**config.mk**
```make
export PLATFORM = sky130hd
export DESIGN_NAME = const_bank
export DESIGN_NICKNAME = d
export VERILOG_FILES = /design/src/rtl/const_bank.sv
export SDC_FILE = /design/constraint.sdc
export NUM_CORES = 2
export LEC_CHECK = 0
export CAP_MARGIN = 20
export CORE_AREA = 4 4 217 304
export CTS_CLUSTER_DIAMETER = 80
export DETAILED_ROUTE_END_ITERATION = 12
export DIE_AREA = 0 0 221 308
export HOLD_SLACK_MARGIN = 0.08
export PLACE_DENSITY = 0.87
export SYNTH_ARGS = -nofsm -noshare
export SYNTH_HDL_FRONTEND = slang
export SYNTH_SLANG_ARGS = --single-unit
```
**constraint.sdc**
```tcl
create_clock -name clk -period 44.1 [get_ports clk]
set_input_delay 8.82 -clock clk [delete_from_list [all_inputs] [get_ports clk]]
set_output_delay 8.82 -clock clk [all_outputs]
set_load 0.1 [all_outputs]
```
**src/rtl/const_bank.sv**
```systemverilog
// Constant and user-register bank feeding the pairing datapath operand mux.
// One-hot reads are decoded in stage 0 and then pass through LATENCY register stages.
module const_bank #(
    parameter int WIDTH   = 198,
    parameter int ADDR_W  = 8,
    parameter int LATENCY = 1
) (
    input  logic              clk,
    input  logic              reset,
    input  logic              rd_en,
    input  logic [ADDR_W-1:0] rd_addr,
    input  logic              wr_en,
    input  logic [ADDR_W-1:0] wr_addr,
    input  logic [WIDTH-1:0]  wr_data,
    output logic [WIDTH-1:0]  out,
    output logic              out_valid,
    output logic              effective,
    output logic              wr_err
);

    localparam int NUM_USER = ADDR_W - 5;
    localparam int NUM_SLOT = (NUM_USER > 0) ? NUM_USER : 1;

    localparam logic [ADDR_W-1:0] USER_MASK = {ADDR_W{1'b1}} << 5;
    localparam logic [WIDTH-1:0]  C_ONE     = WIDTH'(1);
    localparam logic [WIDTH-1:0]  C_PLUS    = {6'b000101, {(WIDTH-6){1'b0}}};
    localparam logic [WIDTH-1:0]  C_MINUS   = {6'b001001, {(WIDTH-6){1'b0}}};
    localparam logic [WIDTH-1:0]  C_CUBIC   = {6'b010101, {(WIDTH-6){1'b0}}};

    function automatic logic is_onehot(input logic [ADDR_W-1:0] a);
        return (a != '0) && ((a & (a - ADDR_W'(1))) == '0);
    endfunction

    logic [WIDTH-1:0]   slot_q [NUM_SLOT];
    logic               wr_ok;
    logic               wr_err_q;
    logic [WIDTH-1:0]   rd_data_d;
    logic               rd_eff_d;
    logic [WIDTH-1:0]   data_q [LATENCY];
    logic [LATENCY-1:0] eff_q;
    logic [LATENCY-1:0] vld_q;

    // Only a one-hot hit on a user slot may write; anything else is flagged.
    assign wr_ok = wr_en && is_onehot(wr_addr) && ((wr_addr & USER_MASK) != '0);

    always_ff @(posedge clk or posedge reset) begin
        if (reset) begin
            for (int k = 0; k < NUM_SLOT; k++) slot_q[k] <= '0;
            wr_err_q <= 1'b0;
        end else begin
            wr_err_q <= wr_en && !wr_ok;
            for (int k = 0; k < NUM_USER; k++) begin
                if (wr_ok && wr_addr[5+k]) slot_q[k] <= wr_data;
            end
        end
    end

    // Stage 0 decode; a same-edge write to the addressed slot is forwarded.
    always_comb begin
        rd_data_d = '0;
        rd_eff_d  = 1'b0;
        if (is_onehot(rd_addr)) begin
            rd_eff_d = 1'b1;
            if (rd_addr[1]) rd_data_d = C_ONE;
            if (rd_addr[2]) rd_data_d = C_PLUS;
            if (rd_addr[3]) rd_data_d = C_MINUS;
            if (rd_addr[4]) rd_data_d = C_CUBIC;
            for (int k = 0; k < NUM_USER; k++) begin
                if (rd_addr[5+k]) rd_data_d = (wr_ok && wr_addr[5+k]) ? wr_data : slot_q[k];
            end
        end
    end

    // out_valid is a pure strobe with no backpressure: it is high for exactly one cycle
    // per accepted read, LATENCY cycles after issue; out/effective hold across bubbles.
    always_ff @(posedge clk or posedge reset) begin
        if (reset) begin
            vld_q <= '0;
            eff_q <= '0;
            for (int i = 0; i < LATENCY; i++) data_q[i] <= '0;
        end else begin
            vld_q[0] <= rd_en;
            if (rd_en) begin
                data_q[0] <= rd_data_d;
                eff_q[0]  <= rd_eff_d;
            end
            for (int i = 1; i < LATENCY; i++) begin
                vld_q[i] <= vld_q[i-1];
                if (vld_q[i-1]) begin
                    data_q[i] <= data_q[i-1];
                    eff_q[i]  <= eff_q[i-1];
                end
            end
        end
    end

    assign out       = data_q[LATENCY-1];
    assign out_valid = vld_q[LATENCY-1];
    assign effective = eff_q[LATENCY-1];
    assign wr_err    = wr_err_q;

endmodule

```
# Word-level counts from Yosys, hierarchy flattened
# Cells that the tools add are included.
word_totals:
  reg_bits: 795
  mem_bits_rw: 0
  in_bits: 218
  mem_bits_ro: 0
  mem_count: 0
  wordCells: 37
  latchBits: 0
op_classes:
  n_shift: 0
  order_cmp: 0
  n_reduce_logical: 14
  n_mux: 12
  multipliers: 0
  addsub: 2
  bitwise: 2
  eq_ne: 0
  div_mod_pow: 0
op_table:
  columns: ["operator", "count"]
  rows:
  - ["$mux 198", 10]
  - ["$reduce_bool 8->1", 3]
  - ["$and 8x8->8", 2]
  - ["$logic_not 8->1", 2]
  - ["$sub 8x1->8 const B", 2]
  - ["$logic_and 1x1->1", 8]
  - ["$mux 1", 2]
  - ["$logic_not 1->1", 1]

# Longest topological paths before layout
depth:
  depth_word: 12
  ltp_mapped: 8
  mapped_depth_nobuf: 5

# Least setup slack after synthesis
# OpenSTA, ideal clock, no wires.
synth_timing:
  kind: "in2reg"
  startpoint: "in wr_addr[0]"
  endpoint: "reg data_q, in the netlist out[194]"
  n_path_buf: 3
  setup_ns: 0.123
  cell_stages: 8
  arrival_ns: 10.934
  path_slack_ns: 33.043
  required_time_ns: 43.977
  path_cell_list: "or4_4 > or4_1 > buf_2 > buf_6 > buf_6 > mux2i_1 > a311o_1 > a32o_1"
synth_via:
  elab_chain_len: 12
synth_lines:
  columns: ["item", "line", "rtl"]
  rows:
  - ["start, declared", "13", "input logic [ADDR_W-1:0] wr_addr,"]
  - ["$sub 8x1->8", "31", "return (a != '0) && ((a & (a - ADDR_W'(1))) == '0);"]
  - ["$and 8x8->8", "31", null]
  - ["$logic_not 8->1", "31", null]
  - ["$logic_and 1x1->1 *", "31", null]
  - ["$logic_and 1x1->1 * (2 in series)", "44", "assign wr_ok = wr_en && is_onehot(wr_addr) && ((wr_addr & USER_MASK) != '0);"]
  - ["$logic_and 1x1->1", "69", "if (rd_addr[5+k]) rd_data_d = (wr_ok && wr_addr[5+k]) ? wr_data : slot_q[k];"]
  - ["$mux 198 (3 in series)", "69", null]
  - ["$mux 198 *", "69", null]
  - ["$mux 198 *", "62", "if (is_onehot(rd_addr)) begin"]
  - ["end signal, assigned by index", "90", "data_q[i] <= data_q[i-1];"]
  - ["end, declared", "39", "logic [WIDTH-1:0] data_q [LATENCY];"]
# Mark *: on every way between the ends. The rest lies on a longest branch, timed or not.
# A chain may end at the register's enable or synchronous reset.

# Final worst setup path
layout_timing:
  startpoint: "in wr_addr[5]"
  endpoint: "reg data_q, in the netlist out[195]"
layout_via:
  elab_chain_len: 12
layout_lines:
  columns: ["item", "line"]
  rows:
  - ["$sub 8x1->8", "31"]
  - ["$and 8x8->8", "31"]
  - ["$logic_not 8->1", "31"]
  - ["$logic_and 1x1->1", "31"]
  - ["$logic_and 1x1->1 (2 in series)", "44"]
  - ["$logic_and 1x1->1", "69"]
  - ["$mux 198 (3 in series)", "69"]
  - ["$mux 198 *", "69"]
  - ["$mux 198 *", "62"]
# Marked as above.

==> flow_summary.toml <==
[grt]
antenna_found_initial = 31
grt-ovfl-total = 0
grt_pass1_vias = 26424
grt_pass1_wl_mm = 145
grt_use_total = 0.265
grt_max_degree = 137

[synthesis]
ys.flop_type = "dfrtp_1"
syn_area_per_cell_um2 = 12.6
ys_seq_area_frac = 0.597
syn-cell-area_um2 = 33300
synth_warnings = 0
async_flop_share = 1.00
synth_cell_types = 43
syn_inst = 2640
ys_seq_elements = 795
synth_fp_nets = 2858
synth-edff-count = 0

[clock_tree]
insertion_delay_ps = 620
numCtsBuffers = 74
cts_resized = 0
root_buffer = "clkbuf_16"
post_cts_buffers = 0
cts_tree = "done"
cts_max_level = 3
clock_sinks = 795
cts_hold_buf = 0
clk_pin_slew_ps = 60
cts_buffer_depth = 3

[timing]
final_hold_viol_count = 0
worst_pin_slew_ps = 1190
slew_headroom = 0.208
final-setup-viol-count = 0
slew_viol_final = 0
fin_skew_ps = 25.7
rsz0062_at_grt = "false"
timing.fmax_mhz = 80.2
fin_crit_sh = 0.283
period_minus_slack_ps = 12460
finalSetupTns_ps = 0

[setup_path]
cp_common_cell = "buf_4"
reg2reg_to = "out[195]$_DFFE_PP0P_"
worstSetupPathType = "input port to flip-flop"
crit_path_end_kind = "flip-flop"
start_kind = "input port"
crit_path_max_fanout = 66
ff2ff_setup_slack_ps = 42540
crit_chain = "clkdlybuf4s50_1 -> and2_1 -> or4_4 -> buf_4 -> buf_4 -> mux2_2 -> or2_0 -> a32o_1"
reg2reg_from = "slot_q[591]$_DFF_PP0_"
slowest_delay_ps = 890
cp_slowest_cell = "buf_4"
cp.required_ps = 44580
arrival_ps = 12950
r2r_cells = 4

[min_path]
hp-class = "flip-flop to flip-flop"
min_to = "slot_q[590]$_DFF_PP0_"
worst_hold_startpoint = "slot_q[590]$_DFF_PP0_"
whs_path_depth = 2

[placed_design]
hpwlAfterDp_mm = 55.2
dp.cells = 3726
portBuffers = 418
post_dp_cell_area_um2 = 38000
place_congestion = 0.808

[finish]
final_core_util = 0.647
n_fill_cell = 4542
final_area_um2 = 40800
drive_gt1_frac = 0.253
nNetsFinal = 3193
stdcell_count = 3895
syn2layout_area_growth_pct = 22.3

[routing]
dr_wl_met2_mm = 46.7
drc = 0
routed.top_layer = "met5"
viasPerCell = 6.03
ant_nets = 0
wl_met3_mm = 6.17
wire_per_inst_um = 23.8
dr.first_iter.drc_count = 1836
totalWireLength_mm = 92.6
vias = 23483
dr.pass1.iters = 5
wl_met1_mm = 35.0

[outcome]
status = "finished clean"

[pwr]
p_comb_frac = 0.093
ir_drop_v = 0.0000320
power_leakage_nw = 19.7
p_sw_frac = 0.237
p_switching_w = 0.000377
p_int_w = 0.00121
power_density_nw_per_um2 = 38.9
clockPowerShare = 0.420
power_frac_seq = 0.486

[floorplanning]
die_h_um = 308
die-area_um2 = 68100
rows = 109
initial_core_util = 0.529
dieWidth_um = 221
ios = 419
coreArea_um2 = 63000

[flow_run]
maxCapViolCount = 0
## worst max-delay path by stage
stage	startpoint	to	slack, ps	cells after the start
6_report	wr_addr[5]	out[195]$_DFFE_PP0P_	31640	8
5_1_grt	wr_addr[5]	out[132]$_DFFE_PP0P_	31480	8
4_1_cts	wr_addr[5]	out[132]$_DFFE_PP0P_	31650	8
3_5_place_dp	wr_addr[5]	out[150]$_DFFE_PP0P_	31030	8
3_3_place_gp	wr_addr[5]	out[195]$_DFFE_PP0P_	30980	8
2_1_floorplan	reset	effective$_DFFE_PP0P_	12960	1
## logic make-up (layout without fill, tap and decap cells)
kind of cell               after synthesis  in the layout  synth area share
AOI/OAI and AO/OA                      412            412            0.0863
adders and majority gates                1              1          0.000300
buffers and inverters                  204            600            0.0275
DFF                                    795            795             0.597
muxes                                  594            594             0.201
other                                    0             27                 0
and+or+nand+nor                        634            634            0.0886
## through the flow
step           setup WS [ps]  total power [W]  hold slack [ps]
6_report               31640          0.00159              471
5_1_grt                31480          0.00164              500
4_1_cts                31650          0.00160              467
3_5_place_dp           31030         0.000931              452
3_3_place_gp           30980         0.000919              443
2_1_floorplan          12960         0.000875              430
## power by group through the flow
stage	combinational [W]	clock (W)	sequential, W
floorplan	0.0000786	0	0.000797
global placement	0.000137	0	0.000782
detailed placement	0.000146	0	0.000785
CTS	0.000147	0.000678	0.000772
global route	0.000160	0.000709	0.000774
finish	0.000148	0.000667	0.000772
## registers in the layout, summed over array words and instances (netlist names)
name and count:
effective 1, out_valid 1, slot_q 594, wr_err 1, out 198
## layout by cell type, fill, tap and decap left out, types with 6 or more instances in the layout
cell,count
a21oi_1,196
buf_4,31
clkbuf_1,11
clkbuf_16,76
clkbuf_8,24
clkdlybuf4s50_1,417
clkinv_2,12
dfrtp_1,795
diode_2,27
inv_6,6
mux2_2,588
nand2_1,208
nor2_1,200
nor2b_1,195
o41ai_1,195
## cells in the mapped netlist (all sizes together), types with 2 or more instances
master  count  area share
a21oi     196       0.029
a221oi      3      0.0012
a32o        2     0.00060
and2        2     0.00038
buf        81       0.014
clkbuf    115       0.013
dfrtp     795        0.60
inv         8     0.00090
mux2      591        0.20
mux2i       3     0.00090
nand2     210       0.024
nand2b      5     0.00094
nand3       3     0.00045
nand3b      4     0.00090
nor2      201       0.023
nor2b     195       0.037
o211ai      2     0.00045
o21ai       3     0.00045
o32ai       3     0.00079
o41ai     195       0.051
or2         2     0.00038
or3         2     0.00038
or4         6      0.0015
## per-layer routing
| layer | vias up | track usage |
|---|---|---|
| met4 | 8 | 0.144 |
| met5 | - | 0 |
| li1 | 10058 | - |
| met1 | 12232 | 0.304 |
| met3 | 252 | 0.0588 |
| met2 | 933 | 0.464 |
## layout make-up
cell class                      instances  area, um^2  share of cell area
Antenna cell                           27        67.6             0.00166
Inverter                                8        47.5             0.00117
Multi-Input combinational cell       1641       12600               0.308
Clock buffer                          111        2270              0.0558
Tap cell                              832        1040              0.0255
Timing Repair Buffer                  455        4580               0.112
Sequential cell                       795       19900               0.488
Clock inverter                         26         309             0.00758
## worst max-delay path, delay by kind of cell
family	cells	cell delay (ps)
muxes	1	430
AOI/OAI and AO/OA	1	260
and+or+nand+nor	3	960
buffers and inverters	3	2360
(Power assumes the default switching activity.)
